[src/rtl/if_id_reg.sv]
// IF/ID pipeline register for the 5-stage MIPS pipeline.
// Captures PC, PC+4 and the fetched instruction each cycle. The hazard unit
// can stall it (IFIDWrite=0), and a taken branch or jump can flush it to a
// bubble (IF_Flush=1). Saturating debug counters track stalls, flushes and
// real instructions loaded.
//
// Ports:
//   clk        clock, all updates on posedge
//   reset      synchronous active-high reset
//   PC_in      PC of the instruction being fetched
//   PC4_in     PC_in + 4 from the IF adder (registered as given)
//   Instr_in   instruction memory read data
//   IFIDWrite  1 = load, 0 = hold (stall)
//   IF_Flush   1 = insert bubble (wins over a stall)
//   PC_out     registered PC to ID
//   PC4_out    registered PC+4 to ID
//   Instr_out  registered instruction to ID
//   Valid_out  1 = real instruction, 0 = bubble
//   stall_cnt  saturating count of hold cycles
//   flush_cnt  saturating count of flush cycles
//   instr_cnt  saturating count of loaded instructions
module if_id_reg #(
  parameter int unsigned CNT_W     = 16,
  parameter logic [31:0] NOP_INSTR = 32'h0000_0000
) (
  input  logic             clk,
  input  logic             reset,
  input  logic [31:0]      PC_in,
  input  logic [31:0]      PC4_in,
  input  logic [31:0]      Instr_in,
  input  logic             IFIDWrite,
  input  logic             IF_Flush,
  output logic [31:0]      PC_out,
  output logic [31:0]      PC4_out,
  output logic [31:0]      Instr_out,
  output logic             Valid_out,
  output logic [CNT_W-1:0] stall_cnt,
  output logic [CNT_W-1:0] flush_cnt,
  output logic [CNT_W-1:0] instr_cnt
);

  localparam int unsigned DATA_W = 32;
  localparam logic [CNT_W-1:0] CNT_MAX = {CNT_W{1'b1}};

  // Event decode in priority order: reset > flush > hold > load.
  logic do_flush_c;
  logic do_hold_c;
  logic do_load_c;

  always_comb begin
    do_flush_c = 1'b0;
    do_hold_c  = 1'b0;
    do_load_c  = 1'b0;
    if (!reset) begin
      if (IF_Flush) begin
        do_flush_c = 1'b1;
      end else if (!IFIDWrite) begin
        do_hold_c = 1'b1;
      end else begin
        do_load_c = 1'b1;
      end
    end
  end

  // Pipeline payload; a hold simply leaves the flops untouched so an X on
  // the inputs during a stall never reaches the outputs.
  always_ff @(posedge clk) begin
    if (reset || do_flush_c) begin
      PC_out    <= DATA_W'(0);
      PC4_out   <= DATA_W'(0);
      Instr_out <= NOP_INSTR;
      Valid_out <= 1'b0;
    end else if (do_load_c) begin
      PC_out    <= PC_in;
      PC4_out   <= PC4_in;
      Instr_out <= Instr_in;
      Valid_out <= 1'b1;
    end
  end

  // Saturating event counters; the decode above is one-hot so at most one
  // counter moves per edge.
  always_ff @(posedge clk) begin
    if (reset) begin
      stall_cnt <= CNT_W'(0);
      flush_cnt <= CNT_W'(0);
      instr_cnt <= CNT_W'(0);
    end else begin
      if (do_hold_c && (stall_cnt != CNT_MAX)) begin
        stall_cnt <= stall_cnt + CNT_W'(1);
      end
      if (do_flush_c && (flush_cnt != CNT_MAX)) begin
        flush_cnt <= flush_cnt + CNT_W'(1);
      end
      if (do_load_c && (instr_cnt != CNT_MAX)) begin
        instr_cnt <= instr_cnt + CNT_W'(1);
      end
    end
  end

endmodule

[config.mk]
export PLATFORM = sky130hd
export DESIGN_NAME = if_id_reg
export DESIGN_NICKNAME = d
export VERILOG_FILES = /design/src/rtl/if_id_reg.sv
export SDC_FILE = /design/constraint.sdc
export NUM_CORES = 1
export LEC_CHECK = 0
export CORE_UTILIZATION = 41
export DETAILED_ROUTE_END_ITERATION = 8
export PLACE_DENSITY = 0.88
export SLEW_MARGIN = 20
export SYNTH_ARGS = -nofsm -noshare
export SYNTH_HDL_FRONTEND = slang
export SYNTH_SLANG_ARGS = --single-unit
[constraint.sdc]
create_clock -name clk -period 2.9 [get_ports clk]
set_input_delay 0.87 -clock clk [delete_from_list [all_inputs] [get_ports clk]]
set_output_delay 0.87 -clock clk [all_outputs]
set_load 0.05 [all_outputs]
==> impl_metrics.json <==
{
  "status": "complete, no violations",
  "antenna_found_initial": 0,
  "cts-root-buf": "clkbuf_16",
  "hold_viol": 0,
  "drtIter0Drc": 390,
  "synth_edf_count": 0,
  "finalSetupViolCount": 0,
  "syn-num-nets": 611,
  "yosysMostFrequentCell": "dfxtp_1",
  "dr.pass1.iters": 7,
  "worstReg2RegStart": "stall_cnt[0]$_SDFFE_PP0P_",
  "drive_above_1_share_pct": 7.27,
  "rows": 41,
  "path_depth": 5,
  "synth_area_per_cell_um2": 10.4,
  "gp_congestion": 0.837,
  "grt_max_degree": 66,
  "powerDensity_mw_per_mm2": 568,
  "ys_seq_area_share_pct": 54.7,
  "ioPinCount": 245,
  "num_vias": 5393,
  "finalCriticalPeriod_ps": 2710,
  "nets": 860,
  "yosysWarnings": 0,
  "die_h_um": 116,
  "numCtsBuffers": 17,
  "fin_worst_skew_ps": 7.64,
  "crit_family": "simple AND/OR/NAND/NOR gates",
  "worst_slack_ps": 186,
  "worst_slew_pin_slew_ps": 738,
  "avgRoutedWirePerCell_um": 18.4,
  "antenna_cells": 0,
  "cts.path.max_buffers": 2,
  "cpPeakStageDelay_ps": 640,
  "clock_latency_ps": 410,
  "crit_path_end_kind": "flop",
  "cp-start-kind": "input port",
  "fmax_mhz": 368,
  "startpoint": "IFIDWrite",
  "yosys-top-cells-area": "dfxtp_1 55%, a22o_1 16%, a21oi_1 3.0%",
  "ys_ff_latch": 145,
  "ff2ff_path_depth": 6,
  "async_flop_share_pct": 0,
  "arrival_ps": 3050,
  "worst-path-buf-inv": 1,
  "area_growth_pct": 63.1,
  "ir_drop_mv": 0.368,
  "report.power.total_w": 0.00492,
  "start_util_pct": 42.0,
  "cp_max_fo": 6,
  "via_per_inst": 5.73,
  "cts_tree": "done",
  "drt-total-wl_mm": 17.3,
  "htree_levels": 4,
  "track_usage_pct": 26.0,
  "grt_pass1_wl_mm": 27.0,
  "synth_cells": 508,
  "slew_headroom_pct": 50.4,
  "cp_cell_sequence": "clkdlybuf4s50_1, or3b_1, or4_1, or4_1, a21oi_1",
  "pre_cts_ws_ps": -212,
  "worst-endpoint-required_ps": 3240,
  "maxCapViolCount": 0,
  "grt_pass1_vias": 5397,
  "rsz0062_at_grt": "no",
  "core_area_mm2": 0.0126,
  "die_area_mm2": 0.0134,
  "grt_overflow_total": 0,
  "portBuffers": 244,
  "synth_area_mm2": 0.00531,
  "synth-main-ff-cell": "dfxtp_1",
  "fin_util_pct": 68.6,
  "yosysUniqueCellTypes": 42,
  "slew_viol_final": 0,
  "die_w_um": 116,
  "hold_class": "flop to flop",
  "path_clk_slew_ps": 60,
  "cp_common_cell": "or4_1",
  "yosysTopAreaCellShare_pct": 54.7,
  "antenna_left": 0,
  "r2r_setup_slack_ps": 540,
  "slowest_stage": "or4_1",
  "min_period_over_period_pct": 93.6,
  "clock-sinks": 145,
  "ys_top_cells_by_count": "145 x dfxtp_1, 96 x a22o_1, 32 x a21oi_1",
  "dp.final_hpwl_mm": 11.9,
  "crit_type": "input port to flop",
  "yosysTopAreaCell": "dfxtp_1",
  "rr_endpoint": "stall_cnt[2]$_SDFFE_PP0P_",
  "cp-endpoint": "instr_cnt[9]$_SDFFE_PP0P_",
  "post-cts-setup-buffer-count": 0,
  "p_leak_nw": 3.05,
  "fin_setup_tns_ps": 0,
  "drc": 0
}
stage by stage:
step	hold WS, ps	instances	cell area (um^2)
2_1_floorplan	693	508	5310
3_3_place_gp	456	910	8020
3_5_place_dp	456	910	8020
4_1_cts	478	942	8650
5_1_grt	488	942	8660
6_report	477	942	8660
worst min path at each step:
stage / from / to / slack [ps] / cells past startpoint
detailed placement: PC4_out[13]$_SDFFE_PP0P_ / PC4_out[13]$_SDFFE_PP0P_ / 460 / 1
CTS: PC4_out[9]$_SDFFE_PP0P_ / PC4_out[9]$_SDFFE_PP0P_ / 480 / 1
floorplan: stall_cnt[15]$_SDFFE_PP0P_ / stall_cnt[15]$_SDFFE_PP0P_ / 690 / 2
global route: PC_out[5]$_SDFFE_PP0P_ / PC_out[5]$_SDFFE_PP0P_ / 490 / 1
finish: PC4_out[9]$_SDFFE_PP0P_ / PC4_out[9]$_SDFFE_PP0P_ / 480 / 1
global placement: Instr_out[10]$_SDFFE_PP0P_ / Instr_out[10]$_SDFFE_PP0P_ / 460 / 1
power by group:
group,total [W],switching [W],internal (W)
Combinational,0.000532,0.000287,0.000245
Clock,0.00231,0.000806,0.00150
Sequential,0.00207,0.0000329,0.00204
Total,0.00492,0.00113,0.00379
sequential cells by signal, summed over array words and instances (netlist names):
signal / cells
Instr_out: 32
PC4_out: 32
PC_out: 32
flush_cnt: 16
instr_cnt: 16
stall_cnt: 16
Valid_out: 1
metal layers:
layer	vias to the layer above	part of all wire, %	track usage [%]
met5	-	0	0
met1	2643	39	29.6
met3	21	7.2	9.21
li1	2498	-	-
met2	231	53	45.2
met4	0	1.4	8.97
logic make-up (layout without fill, tap and decap cells):
logic type | after synthesis | after routing | share of synthesized area (%)
fa+ha+maj | 3 | 3 | 0.707
mux | 3 | 3 | 0.589
flops | 145 | 145 | 54.7
compound gates | 180 | 180 | 25.8
buf+inv | 39 | 301 | 2.78
simple gates | 136 | 136 | 15.1
xor+xnor | 2 | 2 | 0.330
cell type report:
type | instances | area, um^2
clock buffer | 22 | 474
clock inverter | 10 | 156
fill | 928 | 3960
inverter | 7 | 26.3
multi-input combinational | 324 | 2280
sequential | 145 | 2900
tap | 172 | 215
timing repair buffer | 262 | 2600
placed cells by master (no fill, tap or decap), types with 2 or more instances in the layout:
master / count
nor4_1: 10
or3_1: 13
dfxtp_1: 145
clkbuf_8: 3
or4_1: 18
buf_4: 16
mux2i_1: 2
o31ai_1: 16
clkdlybuf4s50_1: 244
or2_2: 3
bufinv_16: 4
nand3_1: 16
nand3b_1: 2
o21ai_0: 17
nor3_1: 10
a21oi_1: 32
o31a_1: 2
clkbuf_16: 17
and4_1: 5
and2_1: 2
clkinv_2: 4
ha_1: 3
o21a_1: 2
nand2_1: 17
and3_1: 4
clkbuf_1: 2
o211ai_1: 2
buf_12: 2
nor2_1: 9
o311ai_0: 4
a22o_1: 96
inv_1: 7
nand4_1: 18
xor2_1: 2
o41ai_1: 5
repair_timing:
| action | 4_1_cts | 5_1_grt |
|---|---|---|
| hold buffers | 0 | 0 |
| endpoints found under the setup margin | 0 | 1 |
| gates resized for setup | 0 | 1 |
No activity file was read; power rests on OpenSTA's default activity.
